<file path="config.mk">
export PLATFORM = sky130hd
export DESIGN_NAME = noise_blanker_pw
export DESIGN_NICKNAME = d
export VERILOG_FILES = /design/src/rtl/noise_blanker_pw.sv
export SDC_FILE = /design/constraint.sdc
export NUM_CORES = 1
export LEC_CHECK = 0
export ABC_CLOCK_PERIOD_IN_PS = 4090
export BUFFER_PORTS_ARGS = -buffer_cell sky130_fd_sc_hd__clkbuf_2
export CAP_MARGIN = 5
export CORE_MARGIN = 2
export CORE_UTILIZATION = 37
export CTS_CLUSTER_SIZE = 8
export DETAILED_ROUTE_END_ITERATION = 7
export PLACE_DENSITY = 0.53
export SYNTH_ARGS = -nofsm -noshare
export SYNTH_HDL_FRONTEND = slang
export SYNTH_SLANG_ARGS = --single-unit
export TNS_END_PERCENT = 50
</file>
<file path="constraint.sdc">
create_clock -name clk -period 4.09 [get_ports clk]
set_input_delay 0.818 -clock clk [delete_from_list [all_inputs] [get_ports clk]]
set_output_delay 0.818 -clock clk [all_outputs]
set_load 0.02 [all_outputs]
</file>
<file path="src/rtl/noise_blanker_pw.sv">
// Pre-/post-blanking noise blanker for interleaved X/Y sample pairs with a
// 2*DLY-word delay line. Define NB_ADAPTIVE_EN for the running-average threshold.
module noise_blanker_pw #(
    parameter int W      = 18,
    parameter int MW     = 8,
    parameter int DLY    = 4,
    parameter int HW     = 4,
    parameter int AVG_SH = 8
) (
    input  logic          clk,
    input  logic          rst,
    input  logic [W-1:0]  dixy,
    input  logic          iv,
    input  logic          iq,
    input  logic [MW-1:0] limit,
    input  logic [HW-1:0] hold,
    output logic [W-1:0]  doxy,
    output logic          ov,
    output logic          oq,
    output logic          blanking,
    output logic [15:0]   pcount
);

    localparam int DEPTH = 2 * DLY;
    localparam int FW    = $clog2(DEPTH + 1);
    localparam int CW    = $clog2(DLY + (1 << HW));

    if (DLY < 1 || AVG_SH < 1 || MW > W - 1) begin : g_param_check
        $error("noise_blanker_pw: needs DLY >= 1, AVG_SH >= 1, MW <= W-1");
    end

    typedef enum logic {IDLE, BLANK} state_t;

    state_t          state;
    logic [CW-1:0]   cnt;
    logic [FW-1:0]   fill;
    logic [W-1:0]    dl_d [DEPTH];
    logic            dl_q [DEPTH];
    logic [MW-1:0]   xmag;

    logic [W-1:0]    abs_v;
    logic [MW-1:0]   mag;
    logic [MW-1:0]   pmag;
    logic [MW-1:0]   thr;
    logic            pulse;
    logic            unused_lsbs;

    // NOTE: every variable in an always_comb is assigned on every path, so no latch is inferred.
    always_comb begin
        abs_v = dixy[W-1] ? (W'(0) - dixy) : dixy;
        // Only -2^(W-1) keeps the top bit after negation; it saturates like any other overflow.
        mag   = abs_v[W-1] ? '1 : abs_v[W-2 -: MW];
        pmag  = (iq && (xmag > mag)) ? xmag : mag;
        pulse = iq && (pmag > thr);
    end

    assign unused_lsbs = ^abs_v[W-2-MW:0];

`ifdef NB_ADAPTIVE_EN
    localparam int AW = MW + AVG_SH;

    logic [AW-1:0]     avg;
    logic [MW-1:0]     avg_int;
    logic [2*MW-1:0]   prod;
    logic signed [AW:0] diff;
    logic signed [AW:0] step;

    always_comb begin
        avg_int = avg[AW-1:AVG_SH];
        prod    = ((2*MW)'(avg_int) * (2*MW)'(limit)) >> 3;
        thr     = (prod > (2*MW)'((1 << MW) - 1)) ? '1 : prod[MW-1:0];
        diff    = $signed({1'b0, pmag, {AVG_SH{1'b0}}}) - $signed({1'b0, avg});
        step    = diff >>> AVG_SH;
    end

    // The average tracks background only: pulse pairs and blanked stretches are excluded.
    always_ff @(posedge clk or negedge rst) begin
        if (!rst) begin
            avg <= '0;
        end else if (iv && iq && !pulse && state != BLANK) begin
            avg <= AW'($signed({1'b0, avg}) + step);
        end
    end
`else
    always_comb thr = limit;
`endif

    // NOTE: sequential state uses non-blocking assignments so every register samples pre-edge values.
    always_ff @(posedge clk or negedge rst) begin
        if (!rst) begin
            // NOTE: the delay line is reset so a mid-stream reset never replays stale words.
            for (int i = 0; i < DEPTH; i++) begin
                dl_d[i] <= '0;
                dl_q[i] <= 1'b0;
            end
            fill     <= '0;
            xmag     <= '0;
            state    <= IDLE;
            cnt      <= '0;
            pcount   <= '0;
            doxy     <= '0;
            ov       <= 1'b0;
            oq       <= 1'b0;
            blanking <= 1'b0;
        end else if (iv) begin
            dl_d[0] <= dixy;
            dl_q[0] <= iq;
            for (int i = 1; i < DEPTH; i++) begin
                dl_d[i] <= dl_d[i-1];
                dl_q[i] <= dl_q[i-1];
            end
            if (fill != FW'(DEPTH)) fill <= fill + FW'(1);

            ov       <= (fill == FW'(DEPTH));
            oq       <= dl_q[DEPTH-1];
            doxy     <= (state == BLANK) ? '0 : dl_d[DEPTH-1];
            blanking <= (state == BLANK);

            xmag <= iq ? '0 : mag;

            if (pulse) begin
                cnt   <= CW'(DLY) + CW'(hold);
                state <= BLANK;
                if (state == IDLE && pcount != 16'hFFFF) pcount <= pcount + 16'd1;
            end else if (state == BLANK && dl_q[DEPTH-1]) begin
                if (cnt == CW'(1)) begin
                    cnt   <= '0;
                    state <= IDLE;
                end else begin
                    cnt <= cnt - CW'(1);
                end
            end
        end else begin
            ov <= 1'b0;
        end
    end

endmodule

</file>
==> results of run 1 <==
## worst max-delay path: cells and delay by family
| kind | cells | cell delay (ns) |
|---|---|---|
| compound gates | 9 | 1.34 |
| simple gates | 6 | 1.23 |
| buf+inv | 4 | 0.48 |
| fa+ha+maj | 2 | 0.47 |
| xor+xnor | 1 | 0.23 |
| mux | 1 | 0.15 |
## placed cells by master (no fill, tap or decap), drive strengths merged, types with 3 or more instances in the layout
cell type,n
nand3b,18
ha,22
nand3,14
dfrtp,207
inv,44
nand2,12
o22ai,8
mux2i,9
a22o,3
o21ai,30
clkbuf,97
a21oi,11
xor2,9
a211o,4
nor4,10
mux2,156
xnor2,9
buf,55
o21a,3
nand4,10
and2,3
nor3,11
nor2,11
## power breakdown
group,switching [mW],internal (mW)
clock,0.772,1.23
combinational,0.454,0.586
sequential,0.310,2.55
## sequential cells by signal (all words and copies together) (netlist names)
name / count
dl_d: 144
doxy: 18
pcount: 16
dl_q: 8
xmag: 8
cnt: 5
fill: 4
blanking: 1
oq: 1
ov: 1
state: 1
## kinds of logic after synthesis
| group | count (synthesis) |
|---|---|
| DFF | 207 |
| buffers and inverters | 76 |
| adders and majority gates | 22 |
| and+or+nand+nor | 99 |
| xor gates and xnor gates | 18 |
| muxes | 165 |
| AOI/OAI and AO/OA | 75 |
## area by class of cell
class / count / area [um2] / area share
sequential: 207 / 5180 / 0.4725
tap: 319 / 399.1 / 0.03641
timing repair buffer: 122 / 828.3 / 0.07555
inverter: 44 / 165.2 / 0.01507
clock buffer: 30 / 729.5 / 0.06654
multi-input combinational: 381 / 3661 / 0.3339
## worst paths after layout
path / endpoint / startpoint / depth (start not counted)
max: pcount[11]$_DFFE_PN0P_ / dixy[12] / 23
min: pcount[9]$_DFFE_PN0P_ / rst / 1
max reg2reg: pcount[11]$_DFFE_PN0P_ / xmag[1]$_DFFE_PN0P_ / 16
min reg2reg: fill[3]$_DFFE_PN0P_ / fill[3]$_DFFE_PN0P_ / 1
max in group asynchronous: dl_d[28]$_DFFE_PN0P_ / rst / 2
min in group clk: fill[3]$_DFFE_PN0P_ / fill[3]$_DFFE_PN0P_ / 1
## layer usage
layer	vias up	GRT usage	wire, um	share of wire
li1	2601	-	-	-
met1	2816	0.1874	7721	0.46
met2	82	0.2331	8256	0.49
met3	30	0.02667	634	0.037
met4	0	0.04161	329	0.019
met5	-	0	0	0
## repair_timing
item / CTS / global route
gates resized for setup: 38 / 24
endpoints found under the setup margin: 22 / 22
hold buffers: 0 / 0
hold endpoints to repair: 0 / 0
gates cloned: 2 / 0
setup buffers: 11 / 3
pin swaps: 7 / 16
==> results by group, run 1 <==
Logic synthesis
  • Synth warnings: 0
  • Compound-Gate Fraction of Synth Area: 0.05335
  • Synth Area per Inst: 13.32 um2
  • Main combinational cell family by area after synthesis: multiplexers
  • #FFs+latches synth: 207
  • Mapped Area: 0.008818 mm2
  • Post-Synth XOR/XNOR Area: 0.01788
  • Ys flop type: dfrtp_1
  • Cell count after synthesis: 662
  • Adder-Cell Fraction of Synth Area: 0.03121
  • Cell taking the most area after synthesis: dfrtp_1
  • Synth unique cells: 52
  • Post-Synth Simple-Gate Area: 0.06626
  • Top cell type's share of synthesized area: 0.5874
  • Net Count, Synth: 718
  • Synth top area cells: dfrtp_1 (59%), mux2_2 (20%), ha_1 (3.1%)
  • Seq/Total Area, Yosys: 0.5874
  • Most instantiated cells after synthesis: dfrtp_1 (207), mux2_2 (155), inv_1 (43)
  • Async set-reset flop share out of synthesis: 1.000
  • Number of flops mapped to enable cells by yosys: 0
  • Count leader, synth: dfrtp_1
  • Post-synthesis mux area share: 0.2094

Clock network
  • CTS Buffer Depth: 3
  • H-tree Lvls: 1
  • Root Buffer: clkbuf_16
  • CTS Buf Count: 29
  • CTS tree: done
  • Sink Count: 207
  • Clock transition at path regs: 0.05 ns
  • Later-pin clock latency in the skew report: 0.52 ns

Worst setup path
  • Most common cell on crit path: buf_6
  • Largest stage delay, worst path: 0.44 ns
  • Startpoint types: input pin
  • CP cell instances: clkbuf_2 -> buf_6 -> or4_4 -> nor2_4 -> a21o_1 -> a21oi_1 -> a31oi_1 -> ha_2 -> nor2b_1 -> o21a_1 -> o21ai_1 -> a21oi_2 -> o21ba_4 -> buf_6 -> buf_4 -> mux2i_1 -> ha_1 -> nand4_1 -> o21ai_2 -> a21oi_4 -> nand3_4 -> nor4_4 -> xor2_1
  • Crit. End Element: flip-flop
  • Worst R2R Setup Slack: 0.74 ns
  • Worst EP arrival: 4.73 ns
  • Highest-delay cell along the critical path: or4_4
  • CP Max Fanout: 8
  • Crit Path Class: input pin to flip-flop
  • CP required: 4.51 ns

Timing
  • Setup TNS: -3.382 ns
  • Setup WS post-layout: -0.2265 ns
  • Fin crit share: 1.055
  • Final Max Tran Viols: 0
  • Slew @ Worst Pin: 0.9145 ns
  • Hold Vio Cnt, Final: 0
  • Fmax: 231.7 MHz
  • Min Clock Period, post-route: 4.316 ns
  • Endpoints failing setup: 22
  • Slew HR: 0.3903
  • Unrepaired setup endpoints after global routing: yes
  • Hold Slack: 0.3777 ns
  • Clock skew: 0.01164 ns

Power
  • Power Total: 5.901 mW
  • Worst vdd ir: 0.0003499 V
  • Static leakage: 4.869 nW
  • Power per cell area: 538.2 mW/mm2

Global route
  • GRT overflow: 0
  • Largest net degree at the start of global routing: 176
  • Total GRT Usage: 0.1402
  • First-pass GRT wire length: 28,870 um
  • Initial antenna violation count: 0
  • Number of global-route vias before repair: 5,705

Drt
  • Vias per inst: 5.013
  • Routed WL per cell: 15.36 um
  • TritonRoute pass-1 iters: 4
  • Routed Antenna Nets: 0
  • DRT iter0 DRCs: 331
  • Final wirelength: 16,940 um
  • DR vias: 5,529
  • Drt drc: 0

Floorplanning
  • Num rows: 56
  • Die H: 158.4 um
  • Initial Utilization: 0.3768
  • IO Count: 71
  • Die area: 0.02508 mm2
  • Core outline area: 0.02340 mm2
  • Die span in x: 158.4 um

Worst hold path
  • Worst Hold Class: input pin to asynchronous set/reset pin

Place
  • GP Congestion: 0.7586
  • Place WS: -0.9656 ns
  • DP HPWL: 10,570 um
  • Inst Count DP: 1,057
  • Port Buf Inserts: 70
  • Placed cell area: 0.009793 mm2

Final layout
  • Final instance area: 0.01096 mm2
  • Area Overhead vs Synth: 24.32%
  • Finished Core Util: 0.4685
  • Nets@finish: 841
  • Finished Layout Cells: 1,103
  • Fill cells: 2,137
  • Ratio of cells with drive above 1 in the final layout: 0.4464
  • Antenna cells: 0

Run
  • Max_cap viols: 0

Status
  • Status: complete, but fails checks
  • Failing checks: setup timing
Note: power is estimated with default switching activity, not from simulation.
==> inputs of run 2 (changes only) <==
--- a/config.mk
+++ b/config.mk
@@ -8,11 +8,13 @@
 export ABC_CLOCK_PERIOD_IN_PS = 4090
 export BUFFER_PORTS_ARGS = -buffer_cell sky130_fd_sc_hd__clkbuf_2
 export CAP_MARGIN = 5
+export CELL_PAD_IN_SITES_DETAIL_PLACEMENT = 1
+export CELL_PAD_IN_SITES_GLOBAL_PLACEMENT = 1
 export CORE_MARGIN = 2
 export CORE_UTILIZATION = 37
 export CTS_CLUSTER_SIZE = 8
 export DETAILED_ROUTE_END_ITERATION = 7
-export PLACE_DENSITY = 0.53
+export PLACE_DENSITY = 0.61
 export SYNTH_ARGS = -nofsm -noshare
 export SYNTH_HDL_FRONTEND = slang
 export SYNTH_SLANG_ARGS = --single-unit
==> results by group, run 2 (synthesis results as in run 1) <==
Clock network
  • H-tree Lvls: 1 (unchanged)
  • Cts hold-fix bufs: 0 (unchanged)
  • Later-pin clock latency in the skew report: 0.53 ns (about the same)
  • Root Buffer: clkbuf_16
  • CTS tree: done
  • Sink Count: 207 (unchanged)
  • Clock transition at path regs: 0.05 ns (about the same)
  • CTS Buffer Depth: 3 (unchanged)
  • CTS Buf Count: 29 (unchanged)

Worst setup path
  • RR Startpoint: xmag[1]$_DFFE_PN0P_
  • Crit Path Class: input pin to flip-flop
  • Worst EP arrival: 4.59 ns (-0.14 ns)
  • CP Max Fanout: 7 (-1)
  • CP required: 4.49 ns (-0.02 ns)
  • Crit. End Element: flip-flop
  • Startpoint types: input pin
  • Worst setup startpoint: dixy[13]

Place
  • Placed cell area: 0.009788 mm2 (about the same)
  • Place WS: -0.8287 ns (+0.1369 ns)
  • DP HPWL: 11,460 um (+8.4%)
  • GP Congestion: 0.7927 (+4.5%)
  • Port Buf Inserts: 70 (unchanged)

Global route
  • Number of global-route vias before repair: 5,820 (+2.0%)
  • Total GRT Usage: 0.1464 (+0.006187)
  • Initial antenna violation count: 0 (unchanged)
  • Largest net degree at the start of global routing: 139 (-21%)
  • GRT overflow: 0 (unchanged)
  • First-pass GRT wire length: 29,990 um (+3.9%)

Floorplanning
  • Die H: 158.4 um (unchanged)
  • Die span in x: 158.4 um (unchanged)
  • IO Count: 71 (unchanged)
  • Core outline area: 0.02340 mm2 (unchanged)
  • Die area: 0.02508 mm2 (unchanged)
  • Initial Utilization: 0.3768 (unchanged)
  • Num rows: 56 (unchanged)

Drt
  • Routed WL per cell: 16.30 um (+6.1%)
  • Final wirelength: 17,820 um (+5.2%)
  • Routed Antenna Nets: 0 (unchanged)
  • DRT iter0 DRCs: 185 (-44%)
  • TritonRoute pass-1 iters: 4 (unchanged)
  • Vias per inst: 4.975 (-0.75%)
  • Drt drc: 0 (unchanged)
  • DR vias: 5,438 (-1.6%)

Final layout
  • Ratio of cells with drive above 1 in the final layout: 0.4406 (-0.005860)
  • Largest register FFs: 144 (unchanged)
  • Commonest cells after routing, fill and taps aside: dfrtp_1 (207), mux2_2 (155), clkbuf_2 (65), inv_1 (43), buf_4 (37)
  • Fill cells: 2,449 (+15%)
  • Top Registers: dl_d (144), doxy (18), pcount (16)
  • Finished Core Util: 0.4637 (-0.004758)
  • Commonest non-fill, non-tap cell in the layout: dfrtp_1
  • Area Overhead vs Synth: 23.06%
  • Final instance area: 0.01085 mm2 (-1.0%)
  • Nets@finish: 830 (-1.3%)
  • Largest Register: dl_d
  • Antenna cells: 0 (unchanged)

Timing
  • Clock skew: 0.01120 ns (-0.0004322 ns)
  • Final Max Tran Viols: 0 (unchanged)
  • Hold Slack: 0.3468 ns (-0.03083 ns)
  • Fin crit share: 1.023 (-0.03267)
  • Slew HR: 0.4919 (+0.1016)
  • Slew @ Worst Pin: 0.7621 ns (-0.1524 ns)
  • Hold Vio Cnt, Final: 0 (unchanged)
  • Min Clock Period, post-route: 4.183 ns (-0.1336 ns)
  • Endpoints failing setup: 9 (-59%)
  • Fmax: 239.1 MHz (+3.2%)
  • Setup WS post-layout: -0.09284 ns (+0.1336 ns)
  • Unrepaired setup endpoints after global routing: yes
  • Setup TNS: -0.4044 ns (+2.977 ns)

Power
  • Worst vdd ir: 0.0003061 V (-13%)
  • Static leakage: 4.857 nW (-0.26%)
  • Power per cell area: 545.3 mW/mm2 (+1.3%)

Run
  • Max_cap viols: 0 (unchanged)

Status
  • Status: complete, but fails checks
  • Failing checks: setup timing

Worst hold path
  • Worst Hold Class: input pin to asynchronous set/reset pin
[run 2: changes by cell type in the layout (fill, tap and decap cells not counted), moves of 3 or more]
cell / before / now
nand3_4: 4 / 1
buf_4: 43 / 37
buf_6: 9 / 3
a21oi_2: 2 / 6
[run 2: worst max-delay path: stages]
cell,delay [ns]
clkbuf_8,0.11
or4_4,0.53
nor2_4,0.14
a21o_1,0.13
a21oi_1,0.06
a31oi_1,0.22
ha_2,0.20
nor2b_1,0.04
o21a_1,0.17
o21ai_2,0.12
a21oi_2,0.07
o21ba_4,0.24
buf_6,0.13
mux2i_2,0.14
ha_2,0.17
a211o_1,0.30
a21oi_2,0.18
nand3_2,0.13
and2_4,0.21
and3_4,0.17
a211o_1,0.27
[run 2: report_power, final]
part | leakage (nW) | internal, mW | switching (mW)
Clock | 0.368 | 1.24 | 0.796
Sequential | 2.49 | 2.55 | 0.325
Combinational | 2.00 | 0.562 | 0.444
[run 2: final timing paths]
| check | endpoint | slack, ns | cells after the start |
|---|---|---|---|
| min | doxy[2]$_DFFE_PN0P_ | 0.35 | 1 |
| max in group asynchronous | dl_d[3]$_DFFE_PN0P_ | 2.77 | 2 |
| min reg2reg | fill[3]$_DFFE_PN0P_ | 0.49 | 1 |
| max reg2reg | cnt[3]$_DFFE_PN0P_ | 0.81 | 15 |
| max | cnt[3]$_DFFE_PN0P_ | -0.09 | 21 |
| min in group clk | fill[3]$_DFFE_PN0P_ | 0.49 | 1 |
[run 2: what timing repair did]
action	CTS	global route
cloned	1	0
endpoints found under the hold margin	0	0
gates resized for setup	28	25
endpoints found under the setup margin	21	22
setup buffers	5	3
pin swaps	6	7
[run 2: metal layers]
metal	GRT usage	part of all wire	up-vias	routed length, um
met5	0	0	-	0
met4	0.03861	0.018	0	312
met3	0.02504	0.035	24	621
met2	0.2344	0.46	80	8265
met1	0.2071	0.48	2758	8617
li1	-	-	2576	-
[run 2: area by class of cell]
class / instances / area [um2] / area share
Tap cell: 319 / 399.1 / 0.03678
Sequential cell: 207 / 5180 / 0.4773
Clock buffer: 30 / 729.5 / 0.06722
Clock inverter: 1 / 20.02 / 0.001845
Multi-Input combinational cell: 380 / 3598 / 0.3316
Timing Repair Buffer: 112 / 759.5 / 0.06999
Inverter: 44 / 165.2 / 0.01522
[run 2: per-stage QoR]
step	instances	total power, mW
after floorplan	662	3.508
after global placement	1053	3.791
after detailed placement	1053	3.882
after CTS	1090	6.005
after global routing	1093	6.276
final	1093	5.918
==> inputs of run 3 (changes only) <==
--- a/config.mk
+++ b/config.mk
@@ -5,7 +5,7 @@
 export SDC_FILE = /design/constraint.sdc
 export NUM_CORES = 1
 export LEC_CHECK = 0
-export ABC_CLOCK_PERIOD_IN_PS = 4090
+export ABC_CLOCK_PERIOD_IN_PS = 5400
 export BUFFER_PORTS_ARGS = -buffer_cell sky130_fd_sc_hd__clkbuf_2
 export CAP_MARGIN = 5
 export CELL_PAD_IN_SITES_DETAIL_PLACEMENT = 1
==> constraint.sdc (replaced) <==
create_clock -name clk -period 5.4 [get_ports clk]
set_input_delay 1.08 -clock clk [delete_from_list [all_inputs] [get_ports clk]]
set_output_delay 1.08 -clock clk [all_outputs]
set_load 0.02 [all_outputs]
==> results by group, run 3 (synthesis results as in run 1) <==
Floorplanning
  • Die area: 0.02508 mm2 (unchanged)
  • Initial Utilization: 0.3768 (unchanged)
  • IO Count: 71 (unchanged)
  • Die H: 158.4 um (unchanged)
  • Core outline area: 0.02340 mm2 (unchanged)
  • Die span in x: 158.4 um (unchanged)
  • Num rows: 56 (unchanged)

Drt
  • Met2 WL: 7758 um (-6.1%)
  • Top Metal Used: met4
  • Routed WL per cell: 16.25 um (-0.29%)
  • Routed Antenna Nets: 0 (unchanged)
  • Wire length on met1: 8532 um (-0.99%)
  • Drt drc: 0 (unchanged)
  • TritonRoute pass-1 iters: 4 (unchanged)
  • Met3 wire length: 638 um (+2.7%)
  • Vias per inst: 4.956 (-0.39%)
  • DRT iter0 DRCs: 161 (-13%)
  • Final wirelength: 17,240 um (-3.2%)
  • DR vias: 5,258 (-3.3%)

Final layout
  • Largest register FFs: 144 (unchanged)
  • Top Registers: dl_d (144), doxy (18), pcount (16)
  • Antenna cells: 0 (unchanged)
  • Largest Register: dl_d
  • Nets@finish: 798 (-3.9%)
  • Ratio of cells with drive above 1 in the final layout: 0.3693 (-0.07130)
  • Final instance area: 0.01028 mm2 (-5.3%)
  • Commonest non-fill, non-tap cell in the layout: dfrtp_1
  • Commonest cells after routing, fill and taps aside: dfrtp_1 (207), mux2_2 (155), clkbuf_2 (68), inv_1 (43), clkbuf_16 (29)
  • Fill cells: 2,455 (+0.24%)
  • Area Overhead vs Synth: 16.54%

Timing
  • Min Clock Period, post-route: 5.017 ns
  • Setup TNS: 0 ns (+0.4044 ns)
  • Endpoints failing setup: 0 (-9)
  • Final Max Tran Viols: 0 (unchanged)
  • Clock skew: 0.008085 ns (-0.003118 ns)
  • Slew @ Worst Pin: 0.9088 ns (+0.1467 ns)
  • Unrepaired setup endpoints after global routing: no
  • Fin crit share: 0.9291
  • Fmax: 199.3 MHz
  • Slew HR: 0.3941 (-0.09777)
  • Hold Slack: 0.4941 ns (+0.1473 ns)
  • Hold Vio Cnt, Final: 0 (unchanged)

Run
  • Max_cap viols: 0 (unchanged)

Power
  • Static leakage: 4.550 nW (-6.3%)
  • Power Total: 4.407 mW (-26%)
  • Worst vdd ir: 0.0001404 V (-54%)
  • Power per cell area: 428.8 mW/mm2 (-21%)

Worst setup path
  • Worst EP arrival: 5.42 ns (+0.83 ns)
  • Crit. End Element: flip-flop
  • Largest stage delay, worst path: 0.57 ns (+0.04 ns)
  • Startpoint types: input pin
  • Crit path max-delay family: compound AO/OA/AOI/OAI gates
  • CP Max Fanout: 13 (+6)
  • Crit Path Class: input pin to flip-flop
  • CP required: 5.80 ns (+1.31 ns)
  • Highest-delay cell along the critical path: or4_1
  • CP Buf/Inv Count: 1 (-1)
  • CP cell instances: clkbuf_2 -> or4_1 -> nor2_2 -> a21o_1 -> a21oi_1 -> a31oi_1 -> ha_1 -> nor2b_1 -> o21a_1 -> o21ai_0 -> a21oi_1 -> o21ba_2 -> mux2i_1 -> ha_1 -> a211o_1 -> a21oi_1 -> a21oi_1 -> and2_1 -> and3_1 -> a211o_1
  • Most common cell on crit path: a21oi_1

Global route
  • First-pass GRT wire length: 28,890 um (-3.7%)
  • Total GRT Usage: 0.1410 (-0.005444)
  • Largest net degree at the start of global routing: 111 (-20%)
  • GRT overflow: 0 (unchanged)
  • Initial antenna violation count: 0 (unchanged)
  • Number of global-route vias before repair: 5,503 (-5.4%)

Clock network
  • Sink Count: 207 (unchanged)
  • Post-CTS Setup Repair Bufs: 0 (-5)
  • # resized after CTS: 0 (-100%)
  • Root Buffer: clkbuf_16
  • Cts hold-fix bufs: 0 (unchanged)
  • CTS Buf Count: 29 (unchanged)
  • CTS tree: done
  • Clock transition at path regs: 0.05 ns (about the same)
  • H-tree Lvls: 1 (unchanged)
  • Later-pin clock latency in the skew report: 0.52 ns (about the same)
  • CTS Buffer Depth: 3 (unchanged)

Worst hold path
  • Worst Hold Class: flip-flop to flip-flop

Status
  • Status: completed

Place
  • Placed cell area: 0.009539 mm2 (-2.5%)
  • Port Buf Inserts: 70 (unchanged)
  • DP HPWL: 11,290 um (-1.5%)
  • GP Congestion: 0.7581 (-4.4%)
run 3: cell types whose count changed in the layout (fill, tap and decap cells not counted), moves of 4 or more:
cell and delta:
a21oi_1 +6, a21oi_2 -6, buf_4 -27, nor3_1 +7, nor3_2 -5, nor4_1 +7, nor4_4 -7, o21ai_0 +6
o21ai_1 -4
run 3: final cells by class:
type                       instances  area (um2)  area share
clock inverter                     1       8.758   0.0008522
multi-input combinational        379        3334      0.3244
sequential                       207        5180      0.5040
tap                              319       399.1     0.03884
inverter                          44       165.2     0.01607
timing repair buffer              81       460.4     0.04480
clock buffer                      30       729.5     0.07098
run 3: report_power, final:
| group | switching, mW | internal (mW) | total (mW) |
|---|---|---|---|
| Combinational | 0.316 | 0.393 | 0.709 |
| Clock | 0.597 | 0.934 | 1.53 |
| Sequential | 0.237 | 1.93 | 2.17 |
run 3: through the flow:
| step | instances | setup slack [ns] | util |
|---|---|---|---|
| 6_report | 1061 | 0.3831 | 0.4392 |
| 3_5_place_dp | 1030 | -0.1568 | 0.4076 |
| 5_1_grt | 1061 | 0.07522 | 0.4392 |
| 4_1_cts | 1061 | 0.4017 | 0.4392 |
| 3_3_place_gp | 1030 | 0.1283 | 0.4076 |
| 2_1_floorplan | 662 | 0.4066 | - |
run 3: path summary, 6_finish.rpt:
check / startpoint / end / slack [ns] / cells after the start
max: dixy[15] / cnt[3]$_DFFE_PN0P_ / 0.38 / 20
min: pcount[13]$_DFFE_PN0P_ / pcount[13]$_DFFE_PN0P_ / 0.49 / 1
max reg2reg: xmag[1]$_DFFE_PN0P_ / cnt[3]$_DFFE_PN0P_ / 1.81 / 14
min reg2reg: pcount[13]$_DFFE_PN0P_ / pcount[13]$_DFFE_PN0P_ / 0.49 / 1
max in group asynchronous: rst / dl_d[128]$_DFFE_PN0P_ / 3.67 / 2
min in group asynchronous: rst / pcount[6]$_DFFE_PN0P_ / 0.65 / 1
run 3: metal layers:
| layer | up-vias | track usage |
|---|---|---|
| met2 | 80 | 0.2174 |
| met1 | 2643 | 0.2041 |
| li1 | 2508 | - |
| met3 | 27 | 0.02341 |
| met4 | 0 | 0.04376 |
| met5 | - | 0 |
